### config.mk
export PLATFORM = sky130hd
export DESIGN_NAME = hazard_fwd_unit
export DESIGN_NICKNAME = d
export VERILOG_FILES = /design/src/rtl/hazard_pkg.sv /design/src/rtl/hazard_slot_match.sv /design/src/rtl/hazard_fwd_unit.sv
export SDC_FILE = /design/constraint.sdc
export NUM_CORES = 1
export LEC_CHECK = 0
export CORE_MARGIN = 2
export CORE_UTILIZATION = 30
export CTS_CLUSTER_SIZE = 10
export DETAILED_ROUTE_END_ITERATION = 16
export GPL_ROUTABILITY_DRIVEN = 0
export HOLD_SLACK_MARGIN = 0.1
export PLACE_DENSITY = 0.55
export SYNTH_ARGS = -nofsm -noshare
export SYNTH_HDL_FRONTEND = slang
export SYNTH_SLANG_ARGS = --single-unit
### constraint.sdc
create_clock -name clk -period 2.4 [get_ports clk]
set_input_delay 0.24 -clock clk [delete_from_list [all_inputs] [get_ports clk]]
set_output_delay 0.24 -clock clk [all_outputs]
set_load 0.01 [all_outputs]
### src/rtl/hazard_pkg.sv
// Shared slot type and availability helper for hazard_fwd_unit.
// Slot addresses are held at HZ_AW bits; narrower register files zero-extend.
package hazard_pkg;

  localparam int HZ_AW       = 8;
  localparam int FWD_REGFILE = 0;

  typedef struct packed {
    logic             valid;
    logic             wen;
    logic             is_load;
    logic             use_rs;
    logic             use_rt;
    logic [HZ_AW-1:0] rd;
    logic [HZ_AW-1:0] rs;
    logic [HZ_AW-1:0] rt;
  } slot_t;

  // Slot index at which a writer's result can first be forwarded.
  function automatic int fwd_avail(
    input logic is_load,
    input int   load_lat
  );
    return is_load ? 1 + load_lat : 1;
  endfunction

endpackage

### src/rtl/hazard_slot_match.sv
// Compares one source register against one in-flight writer slot.
// ready means the writer's result is forwardable at distance DIST.
module hazard_slot_match
  import hazard_pkg::*;
#(
  parameter int DIST     = 0,
  parameter int LOAD_LAT = 1
) (
  input  logic [HZ_AW-1:0] i_src,
  input  logic             i_use,
  input  logic             i_valid,
  input  logic             i_wen,
  input  logic             i_is_load,
  input  logic [HZ_AW-1:0] i_rd,
  output logic             hit,
  output logic             ready
);

  assign hit = i_use & i_valid & i_wen &
               (i_rd != '0) & (i_rd == i_src);

  assign ready = (DIST >= fwd_avail(i_is_load, LOAD_LAT));

endmodule

### src/rtl/hazard_fwd_unit.sv
// Load-use stall and EX forwarding control over a slot scoreboard.
// Define HAZ_STATS_EN to build the saturating stall_cnt counter.
module hazard_fwd_unit
  import hazard_pkg::*;
#(
  parameter  int REG_AW   = 5,
  parameter  int STAGES   = 3,
  parameter  int LOAD_LAT = 1,
  localparam int SELW     = $clog2(STAGES)
) (
  input  logic              clk,
  input  logic              reset,
  input  logic              id_valid,
  input  logic [REG_AW-1:0] id_rs,
  input  logic [REG_AW-1:0] id_rt,
  input  logic              id_use_rs,
  input  logic              id_use_rt,
  input  logic [REG_AW-1:0] id_rd,
  input  logic              id_wen,
  input  logic              id_is_load,
  input  logic              id_flush,
  input  logic              mem_stall,
  output logic              stall_if,
  output logic              bubble_ex,
  output logic [SELW-1:0]   ex_fwd_a,
  output logic [SELW-1:0]   ex_fwd_b,
  output logic [31:0]       stall_cnt
);

  slot_t             r_slot [STAGES];
  slot_t             w_id_slot;
  logic [STAGES-1:0] w_id_hit_a;
  logic [STAGES-1:0] w_id_rdy_a;
  logic [STAGES-1:0] w_id_hit_b;
  logic [STAGES-1:0] w_id_rdy_b;
  logic [STAGES-1:1] w_ex_hit_a;
  logic [STAGES-1:1] w_ex_rdy_a;
  logic [STAGES-1:1] w_ex_hit_b;
  logic [STAGES-1:1] w_ex_rdy_b;
  logic              w_load_use;
  logic [SELW-1:0]   w_fwd_a;
  logic [SELW-1:0]   w_fwd_b;

  always_comb begin
    w_id_slot         = '0;
    w_id_slot.valid   = 1'b1;
    w_id_slot.wen     = id_wen;
    w_id_slot.is_load = id_is_load;
    w_id_slot.use_rs  = id_use_rs;
    w_id_slot.use_rt  = id_use_rt;
    w_id_slot.rd      = HZ_AW'(id_rd);
    w_id_slot.rs      = HZ_AW'(id_rs);
    w_id_slot.rt      = HZ_AW'(id_rt);
  end

  // ID sees slot k one cycle before EX would, hence distance k+1.
  for (genvar k = 0; k < STAGES; k++) begin : g_slot
    hazard_slot_match #(
      .DIST     (k + 1),
      .LOAD_LAT (LOAD_LAT)
    ) u_id_a (
      .i_src     (w_id_slot.rs),
      .i_use     (id_use_rs),
      .i_valid   (r_slot[k].valid),
      .i_wen     (r_slot[k].wen),
      .i_is_load (r_slot[k].is_load),
      .i_rd      (r_slot[k].rd),
      .hit       (w_id_hit_a[k]),
      .ready     (w_id_rdy_a[k])
    );
    hazard_slot_match #(
      .DIST     (k + 1),
      .LOAD_LAT (LOAD_LAT)
    ) u_id_b (
      .i_src     (w_id_slot.rt),
      .i_use     (id_use_rt),
      .i_valid   (r_slot[k].valid),
      .i_wen     (r_slot[k].wen),
      .i_is_load (r_slot[k].is_load),
      .i_rd      (r_slot[k].rd),
      .hit       (w_id_hit_b[k]),
      .ready     (w_id_rdy_b[k])
    );
    if (k > 0) begin : g_fwd
      hazard_slot_match #(
        .DIST     (k),
        .LOAD_LAT (LOAD_LAT)
      ) u_ex_a (
        .i_src     (r_slot[0].rs),
        .i_use     (r_slot[0].use_rs),
        .i_valid   (r_slot[k].valid),
        .i_wen     (r_slot[k].wen),
        .i_is_load (r_slot[k].is_load),
        .i_rd      (r_slot[k].rd),
        .hit       (w_ex_hit_a[k]),
        .ready     (w_ex_rdy_a[k])
      );
      hazard_slot_match #(
        .DIST     (k),
        .LOAD_LAT (LOAD_LAT)
      ) u_ex_b (
        .i_src     (r_slot[0].rt),
        .i_use     (r_slot[0].use_rt),
        .i_valid   (r_slot[k].valid),
        .i_wen     (r_slot[k].wen),
        .i_is_load (r_slot[k].is_load),
        .i_rd      (r_slot[k].rd),
        .hit       (w_ex_hit_b[k]),
        .ready     (w_ex_rdy_b[k])
      );
    end
  end

  assign w_load_use = id_valid & ~id_flush &
                      ((|(w_id_hit_a & ~w_id_rdy_a)) |
                       (|(w_id_hit_b & ~w_id_rdy_b)));

  assign stall_if  = w_load_use | mem_stall;
  assign bubble_ex = w_load_use & ~mem_stall;

  // Walk oldest to youngest so the youngest ready writer wins.
  always_comb begin
    w_fwd_a = SELW'(FWD_REGFILE);
    w_fwd_b = SELW'(FWD_REGFILE);
    for (int k = STAGES - 1; k >= 1; k--) begin
      if (w_ex_hit_a[k] && w_ex_rdy_a[k]) w_fwd_a = SELW'(k);
      if (w_ex_hit_b[k] && w_ex_rdy_b[k]) w_fwd_b = SELW'(k);
    end
  end

  assign ex_fwd_a = w_fwd_a;
  assign ex_fwd_b = w_fwd_b;

  always_ff @(posedge clk) begin
    if (!reset) begin
      for (int k = 0; k < STAGES; k++) r_slot[k] <= '0;
    end else if (!mem_stall) begin
      for (int k = 1; k < STAGES; k++) r_slot[k] <= r_slot[k-1];
      if (id_valid && !id_flush && !w_load_use) r_slot[0] <= w_id_slot;
      else r_slot[0] <= '0;
    end
  end

`ifdef HAZ_STATS_EN
  logic [31:0] r_stall_cnt;

  always_ff @(posedge clk) begin
    if (!reset) r_stall_cnt <= '0;
    else if (bubble_ex && (r_stall_cnt != '1))
      r_stall_cnt <= r_stall_cnt + 32'd1;
  end

  assign stall_cnt = r_stall_cnt;
`else
  assign stall_cnt = '0;
`endif

`ifndef SYNTHESIS
  always_ff @(posedge clk) begin
    if (reset) begin
      assert (((w_ex_hit_a & ~w_ex_rdy_a) |
               (w_ex_hit_b & ~w_ex_rdy_b)) == '0)
        else $error("hazard_fwd_unit: EX source not forwardable");
    end
  end
`endif

endmodule

# Word-level counts from Yosys, hierarchy flattened
# Memory sizes are Yosys's and may differ from the RTL's.
# Cells that the tools add are included.
[totals] regBits=0 ram_bits=87 input_bits=24 output_inout_bits=38 wordCells=106 n_memories=1
[classes] order_cmp=5 n_eq_ne=10 mux=23 bitwise_logic=54 reduce_logical=13
[memory_table] name="r_slot" words=3 word_bits=29 rd=3 rd_ports_with_merged_regs=0 write_ports=3 line_no="hazard_fwd_unit.sv:30" source="slot_t r_slot [STAGES];"
[op_table] op="$mux W29" n=4
[op_table] op="$ge A3 B32 Y1 const A" n=2
[op_table] op="$eq A8 B5 Y1" n=6
[op_table] op="$and A1 B1 Y1" n=43
[op_table] op="$eq A8 B8 Y1" n=4
[op_table] op="$ge A2 B32 Y1 const A" n=1
[op_table] op="$reduce_bool A8 Y1" n=3
[op_table] op="$mux W2" n=7
[op_table] op="$mux W1" n=12
[op_table] op="$and A3 B3 Y3" n=2
[op_table] op="$logic_and A1 B1 Y1" n=6
[op_table] op="$or A1 B1 Y1" n=6
[op_table] op="$reduce_or A3 Y1" n=2
[op_table] op="$not A3 Y3" n=1
[op_table] op="$ge A1 B2 Y1 const A" n=1
[op_table] op="$ge A2 B2 Y1 const A" n=1
[op_table] op="$logic_not A1 Y1" n=2
[op_table] op="$not A1 Y1" n=2

# Logic depth before layout (Yosys ltp)
# An unclocked memory read counts as a cell.
[depth] ltp_word=17 depth_mapped=5 ltp_nobuf=4

# Cells and area by module
# From an unflattened synthesis, not the netlist that was laid out.
[unflattened] cells_unflattened=309 area_unflattened_um2=3130.5
[modules_own_cells] mod="hazard_fwd_unit" instances=1 cells_per_inst=153 area_each_um2=1916.8 seq_area_each_um2=1081.0
[modules_own_cells] mod="hazard_slot_match at g_slot[1].u_id_a ..." instances=6 cells_per_inst=16 area_each_um2=121.4 seq_area_each_um2=0.0
[modules_own_cells] mod="hazard_slot_match at g_slot[0].u_id_a ..." instances=4 cells_per_inst=15 area_each_um2=121.4 seq_area_each_um2=0.0

# Least setup slack after synthesis
# Ideal clock, no wire load.
[synth_timing] path_kind="register to output" startpoint="memory r_slot[0][45] (netlist bit)" endpoint="output ex_fwd_b[1]" arrival_time_ns=1.535 required_time_ns=2.160 slack_ns=0.625 path_stages_with_launch=5 n_path_buf=0 path_cell_list="edfxtp_1 or4_1 o2111ai_2 nor4_2 nor3_2"
[synth_rtl] item="start: declaration" line_no="hazard_fwd_unit.sv:30"
[synth_rtl] item="end: declaration" line_no="hazard_fwd_unit.sv:26" source="output logic [SELW-1:0] ex_fwd_b,"

==> results summary <==
The logic gate share of total power came out at approximately 15%. The signal on the critical path passes through or4_1 > o2111ai_2 > nor3_2 > clkdlybuf4s50_1. The cell depth of the worst min-delay path came out at 1. The number of remaining DRC errors came out at 0.

The count of nets left with antenna violations after detail routing came out at 0. The leakage power came out at 0.9877 nW. The first global-routing pass estimated roughly 6.7 mm of wire. The initialized floorplan defines 31 standard-cell rows. The length in cells of the worst reg-to-reg path came out at 6. The combinational family with the most area after synthesis is simple AND/OR/NAND/NOR gates. The peak per-stage delay on the critical path is around 0.55 ns. Dividing the detail-routed wire length by the instance count gives around 12 um. The maximum vdd drop came out at between 0.2 and 0.25 mV. Each instance of the synthesized netlist takes up on average ~11 um^2. After routing the design area is 2589 um^2. The fraction of registers with async set or reset after synthesis is 0%. Sorting the synthesized cells by area gives the leading types as sky130_fd_sc_hd__edfxtp_1 (48%), sky130_fd_sc_hd__buf_4 (11%), sky130_fd_sc_hd__a21oi_2 (7.7%). Measured against the total synthesized area, the mux share comes to 0%. In this run the worst hold path is classified as reg -> reg. The synthesized netlist contains 30 unique library cells. The largest register by flop count is r_slot. The placeable core region is 7137 um^2. The internal portion of total power is 1.015 mW. Summed over all instances, the cell type with the most area after synthesis is sky130_fd_sc_hd__edfxtp_1. The Yosys step of the flow raised 0 warnings. Compared with the post-synthesis result, the final layout area differs by 19.25%. The count of buffers added on input and output ports is 29.

The flip-flop cell with the highest count after synthesis is sky130_fd_sc_hd__edfxtp_1. The post-route clock period utilization came out at around 96%. The highest net fanout along the worst path is 2.

The synthesized netlist occupies a cell area of around 2200 um^2. The number of antenna violations at the first check in global routing was 0. Hold repair after CTS inserted 0 buffers. The top-level port count is 62. The y dimension of the die is 89.07 um. The total stage count of the critical path is 4. On the critical path, the stage with the largest delay is an instance of sky130_fd_sc_hd__or4_1. Counting instances in the post-synthesis netlist gives the leading cell types as sky130_fd_sc_hd__edfxtp_1 (35), sky130_fd_sc_hd__buf_4 (32), sky130_fd_sc_hd__nand2_1 (21). The placed wire-length estimate after detailed placement is between 3 and 4 mm. The xor-xnor portion of the synthesized cell area came out at between 10 and 15%. The number of global-route vias before repair came out at around 1400. Max-cap violations in this run came to 0. The share of the synthesized area in the top cell type is 48.41%. sky130_fd_sc_hd__edfxtp_1 is the most common cell in the netlist.

Once the floorplan was initialized, standard cells occupied 30.42% of the core. The total number of vias is between 1000 and 1500. The instance area after placement is around 2500 um^2. The ratio of routed vias to standard cells came out at about 4.1.

The flow ran to the end, and the final reports show no timing, DRC or antenna violations. After layout, the worst setup slack is between 0.1 and 0.15 ns. The count of flip-flops with a built-in enable after synthesis is 35. Entering global routing, the biggest net connects 36 pins. Synthesis handed over a netlist of 192 instances. The detailed router's first-iteration violation count is 41. Grouping stages by cell kind, the critical path spends the most delay in simple AND/OR/NAND/NOR gates. The clock latency of the later-clocked register in the worst-skew pair is roughly 0.28 ns. The net count reported at finish came out at roughly 260. CTS placed an instance of sky130_fd_sc_hd__clkbuf_8 at the clock tree root. The simple-gate share of the synthesized area came out at between 10% and 20%. The total number of clock tree sinks is 35. Summed over all nets, the switching power comes to approximately 0.33 mW. The floorplan step defined a die boundary enclosing ~8000 um^2. The adder and majority gate portion of the synthesized area is 0%. The critical path endpoint category is an output port. The deepest clock path buffer count is 2. Clock skew on the completed layout was measured at approximately 0.00094 ns. For the finished layout, the period the worst path requires is roughly 2.3 ns. The register-to-register path setup slack is 0.60 ns. The classification of the worst setup path is reg -> out. In the final layout, the registers with the most flip-flops are r_slot: 35 flops.

The global-route congestion overflow total came out at 0. Counting the buffers created by CTS gives 5. STA puts the critical path data required time at 2.16 ns. Overall power consumption after layout is estimated at around 1.3 mW.

In the final timing run, aggregate negative setup slack is 0 ns. The total buffers and inverters traversed by the critical path came out at 1. STA classifies the critical path startpoint as a register. The register with the most flip-flops in the layout has 35 of them.

The achievable clock frequency came out at between 400 and 500 MHz. The final-report hold violation count came out at 0. The repair_antennas step left the layout with diodes totalling 0. The number of synthesized register bits is 35. Sequential cells burn a little under three fifths of the power. The post-synthesis sequential area ratio is between 40 and 50%.

The switching portion of total power came out at roughly 25%. The worst hold margin came out at approximately 0.57 ns. The count of final max-slew check failures came out at 0. TritonCTS built the clock tree. The H-tree was split into 2 levels. In this run the horizontal extent of the chip is just under 90 um. The fraction of layout cells with a size suffix above 1 is a little under a fifth. The routed design has around 4.1 mm of wire. The clock network power share came out at 29.2%. The final setup violation count came out at 0. The compound-gate portion of the synthesized area is a little under an eighth. After clock tree synthesis, the clock-pin slew on the worst setup and hold paths is 0.06 ns. Data arrives at the worst endpoint at between 2 and 2.5 ns. The number of iterations in the first detailed-routing pass is 2.

The overall routing resource usage came out at between 10% and 20%. The power density of the placed cells is 520.5 nW/um^2. The setup slack after placement came out at about 0.16 ns. Setup repair after global routing left no endpoint under its margin.
==> placed cells by master (no fill, tap or decap), types with 2 or more instances in the layout <==
cell type and count:
sky130_fd_sc_hd__dlygate4sd2_1 3, sky130_fd_sc_hd__clkdlybuf4s50_1 24, sky130_fd_sc_hd__clkbuf_8 5, sky130_fd_sc_hd__edfxtp_1 35, sky130_fd_sc_hd__nor2b_1 3, sky130_fd_sc_hd__conb_1 32, sky130_fd_sc_hd__buf_4 11, sky130_fd_sc_hd__nand2_1 21
sky130_fd_sc_hd__or4_1 3, sky130_fd_sc_hd__clkbuf_1 2, sky130_fd_sc_hd__nand3_1 2, sky130_fd_sc_hd__dlymetal6s2s_1 2, sky130_fd_sc_hd__xnor2_1 17, sky130_fd_sc_hd__xor2_1 10, sky130_fd_sc_hd__nor3_2 3, sky130_fd_sc_hd__nand4_1 5
sky130_fd_sc_hd__nor4_1 2, sky130_fd_sc_hd__a21oi_2 19, sky130_fd_sc_hd__inv_1 4, sky130_fd_sc_hd__and2_1 16
==> final cells by class <==
class / instances / area [um^2]
tap: 99 / 123.9
fill: 723 / 4548
clock inverter: 1 / 5.005
multi-input combinational: 145 / 943.4
inverter: 4 / 15.01
clock buffer: 7 / 76.32
timing repair buffer: 40 / 374.1
sequential: 35 / 1051
==> repair_timing <==
| action | in CTS | in global routing |
|---|---|---|
| resized for setup | 3 | 2 |
| setup endpoints to repair | 5 | 2 |
| buffers inserted | 2 | 2 |
| hold endpoints to repair | 0 | 0 |
| pin swaps | 0 | 1 |
==> cells by family (layout without fill, tap and decap cells) <==
kind of cell              Yosys count  count (layout)
other                               1              32
AOI/OAI and AO/OA                  28              28
DFF                                35              35
buffers and inverters              43              52
and+or+nand+nor                    58              58
xor gates and xnor gates           27              27
==> power by group through the flow <==
stage	sequential [mW]	clock (mW)	combinational (mW)
floorplan	0.753	0	0.164
global placement	0.764	0	0.197
detailed placement	0.765	0	0.197
CTS	0.750	0.406	0.203
global route	0.754	0.433	0.229
finish	0.749	0.394	0.205
==> worst paths after layout <==
check                         startpoint                           to
max reg2reg  r_slot[0][20]$_SDFFCE_PP0P_  r_slot[0][25]$_SDFFCE_PP0P_
max          r_slot[0][48]$_SDFFCE_PP0P_                  ex_fwd_a[0]
min reg2reg  r_slot[0][26]$_SDFFCE_PP0P_  r_slot[0][55]$_SDFFCE_PP0P_
min          r_slot[0][26]$_SDFFCE_PP0P_  r_slot[0][55]$_SDFFCE_PP0P_
==> through the flow <==
stage | cells | util [%]
2_1_floorplan | 223 | -
3_3_place_gp | 319 | 34.70
3_5_place_dp | 319 | 34.70
4_1_cts | 329 | 35.99
5_1_grt | 331 | 36.27
6_report | 331 | 36.27
==> per-layer routing <==
| layer | routed length [um] | vias to the layer above | global-route usage [%] | share of wire (%) |
|---|---|---|---|---|
| met5 | 0 | - | 0 | 0 |
| met4 | 100 | 0 | 4.613 | 2.4 |
| met3 | 247 | 9 | 3.693 | 6.0 |
| met2 | 1840 | 56 | 17.91 | 45 |
| met1 | 1896 | 600 | 14.73 | 46 |
| li1 | - | 680 | - | - |
Note: power is estimated with default switching activity, not from simulation.
